### src/rtl/alu_arbiter.sv
// alu_arbiter: round-robin sharing of one 8-bit combinational ALU.
// Grants in IDLE, executes for one cycle, then holds the tagged response.
module alu_arbiter #(
    parameter int NREQ = 4,
    parameter int IDW  = $clog2(NREQ)
) (
    input  logic              clk,
    input  logic              rst_n,
    input  logic [NREQ-1:0]   req_valid,
    output logic [NREQ-1:0]   req_ready,
    input  logic [8*NREQ-1:0] req_a,
    input  logic [8*NREQ-1:0] req_b,
    input  logic [3*NREQ-1:0] req_op,
    output logic [7:0]        alu_a,
    output logic [7:0]        alu_b,
    output logic [2:0]        alu_opcode,
    input  logic [7:0]        alu_result,
    input  logic              alu_carry,
    output logic              rsp_valid,
    input  logic              rsp_ready,
    output logic [7:0]        rsp_result,
    output logic              rsp_carry,
    output logic [IDW-1:0]    rsp_id,
    output logic              rsp_err,
    output logic              busy
);

    typedef enum logic [1:0] {IDLE, EXEC, RESP} state_t;

    localparam logic [IDW:0] N = (IDW+1)'(NREQ);

    state_t         state;
    state_t         state_nx;
    logic [IDW-1:0] last;
    logic [IDW-1:0] gnt_idx;
    logic           gnt_hit;
    logic [IDW:0]   pos;
    logic           accept;
    logic           illegal;
    logic [7:0]     sel_a;
    logic [7:0]     sel_b;
    logic [2:0]     sel_op;

    // search last+1 .. last+NREQ, wrapping once
    always_comb begin
        gnt_hit = 1'b0;
        gnt_idx = '0;
        pos     = '0;
        for (int k = 1; k <= NREQ; k++) begin
            pos = {1'b0, last} + (IDW+1)'(k);
            if (pos >= N)
                pos = pos - N;
            if (!gnt_hit && req_valid[pos[IDW-1:0]]) begin
                gnt_hit = 1'b1;
                gnt_idx = pos[IDW-1:0];
            end
        end
    end

    always_comb begin
        sel_a  = '0;
        sel_b  = '0;
        sel_op = '0;
        for (int i = 0; i < NREQ; i++) begin
            if (gnt_idx == IDW'(i)) begin
                sel_a  = req_a[8*i +: 8];
                sel_b  = req_b[8*i +: 8];
                sel_op = req_op[3*i +: 3];
            end
        end
    end

    assign accept  = (state == IDLE) && gnt_hit;
    assign illegal = alu_opcode > 3'd4;
    assign busy    = state != IDLE;

    always_comb begin
        req_ready = '0;
        if (accept && rst_n)
            req_ready[gnt_idx] = 1'b1;
    end

    always_comb begin
        state_nx = state;
        unique case (state)
            IDLE:    if (gnt_hit) state_nx = EXEC;
            EXEC:    state_nx = RESP;
            RESP:    if (rsp_ready) state_nx = IDLE;
            default: state_nx = IDLE;
        endcase
    end

    always_ff @(posedge clk or negedge rst_n) begin
        if (!rst_n) begin
            state      <= IDLE;
            last       <= IDW'(NREQ-1);
            alu_a      <= '0;
            alu_b      <= '0;
            alu_opcode <= '0;
            rsp_valid  <= 1'b0;
            rsp_result <= '0;
            rsp_carry  <= 1'b0;
            rsp_id     <= '0;
            rsp_err    <= 1'b0;
        end else begin
            state <= state_nx;
            if (accept) begin
                last       <= gnt_idx;
                rsp_id     <= gnt_idx;
                alu_a      <= sel_a;
                alu_b      <= sel_b;
                alu_opcode <= sel_op;
            end
            // illegal opcodes report zero data regardless of the ALU
            if (state == EXEC) begin
                rsp_valid  <= 1'b1;
                rsp_err    <= illegal;
                rsp_result <= illegal ? 8'd0 : alu_result;
                rsp_carry  <= !illegal && alu_carry;
            end else if (state == RESP && rsp_ready) begin
                rsp_valid <= 1'b0;
            end
        end
    end

endmodule

### config.mk
export PLATFORM = sky130hd
export DESIGN_NAME = alu_arbiter
export DESIGN_NICKNAME = d
export VERILOG_FILES = /design/src/rtl/alu_arbiter.sv
export SDC_FILE = /design/constraint.sdc
export NUM_CORES = 1
export LEC_CHECK = 0
export BUFFER_PORTS_ARGS = -buffer_cell sky130_fd_sc_hd__buf_2
export CAP_MARGIN = 20
export CORE_MARGIN = 4
export CORE_UTILIZATION = 40
export DETAILED_ROUTE_END_ITERATION = 6
export GPL_ROUTABILITY_DRIVEN = 0
export GPL_TIMING_DRIVEN = 0
export PLACE_DENSITY_LB_ADDON = 0.3
export SLEW_MARGIN = 20
export SYNTH_ARGS = -nofsm -noshare
export SYNTH_HDL_FRONTEND = slang
export SYNTH_SLANG_ARGS = --single-unit
### constraint.sdc
create_clock -name clk -period 1.75 [get_ports clk]
set_input_delay 0.175 -clock clk [delete_from_list [all_inputs] [get_ports clk]]
set_output_delay 0.175 -clock clk [all_outputs]
set_load 0.1 [all_outputs]
Word level (Yosys, flattened, before mapping)
Cells that the tools add are included.
- flip-flop bits (word level): 36
- bits in latches: 0
- RAM bits: 0
- ROM bits: 0
- output and inout bits: 37
- word-level logic and storage cells: 94
- memories kept: 0
- add/sub/neg operators: 8
- $mul: 0
- divide/modulo/power cells: 0
- $lt $le $gt $ge: 11
- eq/ne operators: 7
- shift-type cells: 0
- multiplexer cells: 41
- bitwise logic cells: 0
- reductions and logical operators: 17
- operators by type and width (kind ; number):
    two-way mux 8 bit ; 9
    two-way mux 2 bit ; 10
    less-than comparator 2 x 3 -> 1 bit, second input constant ; 5
    >= comparator 3 bit, second input constant ; 4
    two-way mux 3 bit ; 4
    two-way mux 1 bit ; 11
    binary-select mux 1 bit (select 2 bit) ; 4
    logical AND 1 bit ; 8
    subtractor 2 x 1 -> 2 bit, second input constant ; 4
    adder 2 x 2 -> 3 bit, second input constant ; 2
    == test 2 bit, second input constant ; 3
    case mux 2 bit (3 select lines) ; 1
    == test 2 x 1 -> 1 bit, second input constant ; 2
    zero test 1 bit ; 4
    zero test 2 bit ; 2
    two-way mux 4 bit ; 1
    inequality test 2 bit, second input constant ; 2
    nonzero test 2 bit ; 2
    adder 2 x 1 -> 3 bit, second input constant ; 1
    adder 2 x 3 -> 3 bit, second input constant ; 1
    > comparator 3 bit, second input constant ; 1
    demux 1 bit (select 2 bit) ; 1
    >= comparator 2 x 1 -> 1 bit, second input constant ; 1
    AND reduction 2 bit ; 1

Longest topological paths before layout
Gate-level depths: netlist (run 1).
- depth after elaboration: 20
- mapped depth: 8

Worst setup path before layout (run 1)
OpenSTA, ideal clock, no wires.
- path kind: reg2out
- start point: reg state[1]
- end point: out req_ready[2]
- arrival time: 2922 ps
- path slack: -1347 ps
- cell stages (with the launch flop): 7
- path buffers: 1
- cells stage by stage: dfrtp_1 -> or2_1 -> or2_1 -> buf_2 -> inv_4 -> nand3_1 -> nor2_1
- cells in the longest elaborated chain, start to end: 4
- RTL lines (item ; line ; RTL):
    from (decl) ; 32 ; state_t state;
    from (signal assigned) ; 106 ; state <= state_nx;
    zero test 2 bit ; 73 ; assign accept = (state == IDLE) && gnt_hit;
    logical AND 1 bit ; 73 ;
    logical AND 1 bit ; 79 ; if (accept && rst_n)
    two-way mux 4 bit ; 79 ;
    to (decl) ; 10 ; output logic [NREQ-1:0] req_ready,
Every way passes these cells.

Worst setup path in the final report (run 1)
- start point: reg last[1]
- end point: out req_ready[1]
- cells in the longest elaborated chain, start to end: 20
- elaborated cells on any way between the ends: 46
- those cells by class: add/sub (8); order compare (6); mux (23); reduce/logical (9)
- RTL lines (item ; line ; RTL):
    from (decl) ; 34 ; logic [IDW-1:0] last;
    from (signal assigned) ; 96 ; last <= IDW'(NREQ-1);
    from (signal assigned) ; 108 ; last <= gnt_idx;
    adder 2 x 1 -> 3 bit ; 50 ; pos = {1'b0, last} + (IDW+1)'(k);
    >= comparator 3 bit / subtractor 2 x 1 -> 2 bit (equally long branches) ; 51, 52 ;
    two-way mux 2 bit ; 51 ; if (pos >= N)
    binary-select mux 1 bit (select 2 bit) ; 53 ; if (!gnt_hit && req_valid[pos[IDW-1:0]]) begin
    two-way mux 1 bit (implied by the code) ; 53 ;
    two-way mux 1 bit ; 53 ;
    zero test 1 bit ; 53 ;
    logical AND 1 bit ; 53 ;
    [4 not listed] ; - ;
    zero test 1 bit ; 53 ;
    logical AND 1 bit ; 53 ;
    two-way mux 2 bit ; 53 ;
    less-than comparator 2 x 3 -> 1 bit (implied by the code) / >= comparator 2 x 1 -> 1 bit (equally long branches) ; 80 ; req_ready[gnt_idx] = 1'b1;
    logical AND 1 bit (implied by the code) ; 80 ;
    two-way mux 1 bit (implied by the code) ; 80 ;
    demux 1 bit (select 2 bit) ; 80 ;
    two-way mux 4 bit * ; 79 ;
Every way passes the cells marked *; elsewhere a longest branch is shown, timed or not. The select of a mux whose other input is x is not followed.

==> metrics.cfg, run 1 <==
[status]
status=finished, violations left
violations=hold timing, setup timing

[setup_path]
r2r_slack_ns=-0.21
cp-end-kind=output port
worstPathRequired_ns=1.57
startpoint_type=flip-flop
path_class=reg2out
cp_data_arrival_time_ns=1.94
worst-path-max-fanout=3
reg2reg_depth=7

[logic_synthesis]
synth.net_count=302
avgSynthCellArea_sq_um=10.8
synthCells=210
synth-seq-cells=36
synth_area_sq_um=2260
synthDistinctLibCells=38
synth_warnings=0
ys_seq_area_share_pct=40.0

[sta]
setup_violations=23
period_needed_ns=2.11
max_freq_mhz=473
worst_slew_pin_slew_ns=0.851
finalCritPeriodShare_pct=121
slew_violations=0
rsz0062_at_grt=yes
report.final.hold_viol_count=27
finClkSkew_ns=0.00611
setup_ws_ns=-0.363
setup_total_negative_slack_ns=-3.76
whs_ns=-0.00978
slew_headroom_pct=43.2

[placed_design]
portBuffers=128
hpwl_um=5090

[detailed_routing]
vias=2397
routed_wl_um=7280
drcViolationCount=0
first_pass_iters=4
ant_nets=0
wire_per_inst_um=16.7
viasPerCell=5.50
drt_iter0_markers=102

[job]
drv_cap=0

[grt]
grt_remaining_overflow=0
track_usage_pct=21.2
grt_first_pass_wirelength_um=12000
grt_pass1_vias=2555
antenna_found_initial=0
grt_max_degree=39

[cts]
clk_root_buffer_cell=clkbuf_8
cts_made_buffers=5
clk_latency_ns=0.29
cts-htree-levels=2
cts_tree=done
clk_pin_slew_worst_paths_ns=0.08
cts-hold-fix-buffers=0
cts_sinks=36
clock_path_buffers=2

[die]
initial_utilization_pct=41.0
fp-row-count=27
die_h_um=83.1
core_area_sq_um=5510
die_x_um=83.1
ios=129
fp.dieArea_sq_um=6910

[final_layout]
syn2layout_area_growth_pct=52.4
multi_input_area_sq_um=1300
seq_area_sq_um=903
n_antenna_cell=0
layout_common_cells=131 x buf_2, 34 x dfrtp_1, 19 x nand4_1, 19 x o31ai_1, 19 x a221o_1
final_nets=455
layout_commonest_cell=buf_2
drive_gt1_share_pct=60.4
n_fill_cell=458

[worst_hold_path]
hold_path_class=in2async

## stage by stage
step	worst slack [ns]	util, %	cell area [sq um]	std cells
after floorplan	-0.366	-	2320	210
after global placement	-0.354	55.4	3050	410
after detailed placement	-0.363	55.4	3050	410
after CTS	-0.352	63.0	3470	436
after global routing	-0.435	62.5	3440	436
final	-0.363	62.5	3440	436
## timing repair
| item | 4_1_cts | 5_1_grt |
|---|---|---|
| gates cloned | 2 | 1 |
| pin swaps | 22 | 9 |
| resized for setup | 36 | 9 |
| endpoints found under the setup margin | 25 | 23 |
| setup buffers | 16 | 4 |
## path summary, 6_finish.rpt
| kind | from | to |
|---|---|---|
| max | last[1] | req_ready[1] |
| min | rst_n | rsp_result[7] |
| max reg2reg | last[0] | alu_a[0] |
| min reg2reg | rsp_id[1] | rsp_id[1] |
| max in group asynchronous | rst_n | alu_b[5] |
| min in group clk | alu_result[2] | rsp_result[2] |
## final cells by class
class | count | area share [%]
repair buffers | 147 | 25.3
clock inverters | 3 | 1.24
flip-flops and latches | 36 | 26.2
well taps | 72 | 2.62
inverters | 3 | 0.545
plain buffers | 20 | 4.40
multi-input cells | 150 | 37.7
clock buffers | 5 | 2.00
## worst max-delay path, cell delays in order, from the launching register on
cell and delay [ns]:
dfstp_2 0.56, o21ai_1 0.09, nor2_2 0.10, and2b_2 0.23, nand3b_1 0.27, nor2_4 0.22, buf_12 0.18
## kinds of logic after synthesis
kind of cell / after synthesis / share of synthesized area [%]
compound gates: 80 / 28.3
simple gates: 51 / 14.0
flops: 36 / 40.0
buf+inv: 24 / 5.43
mux: 19 / 12.3
## state kept, by name (all words and copies together), names as in the netlist
register,cells
rsp_carry,1
last,2
rsp_result,8
rsp_id,2
alu_opcode,3
alu_b,8
rsp_valid,1
rsp_err,1
state,2
alu_a,8
## metal layers
metal / up-vias / global-route usage (%) / part of all wire (%)
met5: - / 0 / 0
met4: 0 / 5.65 / 1.3
met3: 10 / 6.45 / 8.1
met2: 114 / 36.9 / 49
met1: 1137 / 25.4 / 42
li1: 1136 / - / -
## cell usage after synthesis (all sizes together)
cell type	number	area (sq um)
dfrtp	34	851
a21oi	24	150
a221o	19	190
mux2	19	278
nand4	19	119
o31ai	19	143
buf	13	78.8
nor2	12	52.6
a22o	9	78.8
clkbuf	8	30.0
nand2	6	22.5
o21ai	4	31.3
inv	3	13.8
nand2b	3	21.3
o21a	3	22.5
dfstp	2	52.6
nand3	2	22.5
nand3b	2	18.8
nor2b	2	27.5
or2	2	12.5
a21o	1	15.0
and2b	1	7.51
nor3	1	5.00
nor4	1	6.26
o22a	1	8.76
Power of run 1 is not shown: default switching activity piles up to over one toggle a cycle in this logic, so the estimate is an artifact.
==> run 2, diff against run 1 <==
- CORE_UTILIZATION: 40 -> 44
- clock period: 1.75 -> 2 ns (I/O delays scaled with it)
==> run 2 against run 1 <==
The flow finishes with violations (setup timing). First-iteration DRC count grew 20%. Die area down 8.2%. Global-route usage increased by 2.1 points. Worst hold slack better by 0.028 ns. Via count up 1.5%. Cell area up 0.18%. Setup slack improved by 0.22 ns. Critical endpoint is now req_ready[0].
==> metrics.cfg, run 2 (synthesis results as in run 1) <==
[status]
status=finished, violations left
violations=setup timing

[final_layout]
largestRegisters=alu_a x8, alu_b x8, rsp_result x8
drive_gt1_share_pct=60.1  ; -0.39 points
final_nets=459  ; +0.88%
n_antenna_cell=0  ; unchanged
syn2layout_area_growth_pct=52.7
layout_common_cells=131 x buf_2, 34 x dfrtp_1, 24 x buf_4
layout_commonest_cell=buf_2

[grt]
grt_remaining_overflow=0  ; unchanged
antenna_found_initial=0  ; unchanged
grt_max_degree=39  ; unchanged
grt_pass1_vias=2526  ; -1.1%
track_usage_pct=23.3  ; +2.1 points
grt_first_pass_wirelength_um=11700  ; -3.0%

[cts]
clk_root_buffer_cell=clkbuf_8
cts_tree=done
clk_pin_slew_worst_paths_ns=0.08  ; about the same
clock_path_buffers=2  ; unchanged
cts_sinks=36  ; unchanged
cts-htree-levels=2  ; unchanged
clk_latency_ns=0.29  ; about the same
cts_made_buffers=5  ; unchanged

[detailed_routing]
vias=2432  ; +1.5%
top_layer=met4
ant_nets=0  ; unchanged
viasPerCell=5.59  ; +1.7%
wl_met1_um=3040  ; +0.33%
routed_wl_um=7690  ; +5.5%
drt_iter0_markers=122  ; +20%
wire_per_inst_um=17.7  ; +5.8%
wl_met3_um=503  ; -15%
drcViolationCount=0  ; unchanged
first_pass_iters=4  ; unchanged
wl_met2_um=4020  ; +13%

[die]
initial_utilization_pct=46.6  ; +5.6 points
die_x_um=79.6  ; -4.2%
core_area_sq_um=4850  ; -12%
fp.dieArea_sq_um=6340  ; -8.2%
die_h_um=79.6  ; -4.2%
fp-row-count=25  ; -7.4%
ios=129  ; unchanged

[sta]
slew_headroom_pct=40.8  ; -2.4 points
setup_total_negative_slack_ns=-0.498  ; +3.27 ns
finalCritPeriodShare_pct=107
setup_ws_ns=-0.143  ; +0.221 ns
rsz0062_at_grt=yes
finClkSkew_ns=0.00923  ; +0.00311 ns
report.final.hold_viol_count=0  ; -100%
slew_violations=0  ; unchanged
worst_slew_pin_slew_ns=0.888  ; +0.0366 ns
max_freq_mhz=467
period_needed_ns=2.14
setup_violations=10  ; -57%

[pwr]
power.total_mw=7.27
power.leakage_nw=1.73
p_per_area_nw_per_um2=2110
ir_drop_v=0.00103

[setup_path]
worstPathRequired_ns=1.80  ; +0.23 ns
path_class=reg2out
startpoint_type=flip-flop
worst-path-max-fanout=3  ; unchanged
r2r_start=last[0]
reg2reg_depth=7  ; unchanged
startpoint=last[0]
reg2reg_to=alu_a[4]
cp_data_arrival_time_ns=1.94  ; about the same
crit_end=req_ready[0]
r2r_slack_ns=-0.03  ; +0.18 ns
cp-end-kind=output port

[job]
drv_cap=0  ; unchanged

[placed_design]
hpwl_um=5340  ; +4.9%
dp_slack_ns=-0.320  ; +0.0437 ns
portBuffers=128  ; unchanged

[worst_hold_path]
hold_path_class=in2async

-- run 2: changes by cell type in the layout (fill, tap and decap cells not counted), sizes merged --
cell	change
buf	+3
bufinv	-1
clkbuf	+1
clkinv	+2
clkinvlp	-1
-- run 2: worst min path at each step --
stage                     start   endpoint  slack, ns  cells past startpoint
after global routing      rst_n  rsp_id[1]        0.1                      1
after detailed placement  rst_n   alu_b[1]       0.36                      1
after global placement    rst_n   alu_b[1]       0.36                      1
after floorplan           rst_n   alu_a[0]       -0.1                      0
final                     rst_n  rsp_id[1]       0.02                      1
after CTS                 rst_n   alu_b[1]       0.05                      1
-- run 2: routing by layer --
layer  GRT usage (%)  up-vias
met4            6.87        0
li1                -     1146
met1            26.8     1162
met5               0        -
met2            43.7      111
met3            3.84       13
-- run 2: power breakdown --
part	leakage [nW]	internal (mW)	total (mW)	switching [mW]
combinational	1.24	1.62	5.44	3.82
clock	0.0479	0.243	0.519	0.276
sequential	0.441	1.10	1.32	0.214
total	1.73	2.96	7.27	4.31
-- run 2: final cells by class --
class                           instances  area (sq um)
Clock inverter                          3          18.8
Fill cell                             353          1400
Multi-Input combinational cell        150          1310
Sequential cell                        36           903
Clock buffer                            5          68.8
Inverter                                3          18.8
Buffer                                 20           139
Timing Repair Buffer                  151           908
Tap cell                               67          83.8
-- run 2: metrics by stage --
step / hold WS (ns) / utilization (%) / cell area (sq um) / std cells
3_5_place_dp: 0.362 / 62.5 / 3030 / 405
2_1_floorplan: -0.0956 / - / 2300 / 210
5_1_grt: 0.0982 / 71.1 / 3450 / 435
3_3_place_gp: 0.357 / 62.5 / 3030 / 405
4_1_cts: 0.0468 / 67.9 / 3290 / 424
6_report: 0.0187 / 71.1 / 3450 / 435
-- run 2: critical path, stage by stage, from the launching register on --
cell and delay [ns]:
dfstp_2 0.57, nor2b_4 0.05, nor2_2 0.11, and2b_2 0.24, nand3b_1 0.28, nor2_4 0.23, buf_12 0.19
-- run 2: what timing repair did --
item,CTS,global route
gates resized for setup,26,12
cloned,0,2
pin swaps,6,29
endpoints found under the setup margin,6,16
hold buffers,0,0
setup buffers,11,10
endpoints found under the hold margin,0,0
Note: power is estimated with default switching activity, not from simulation.
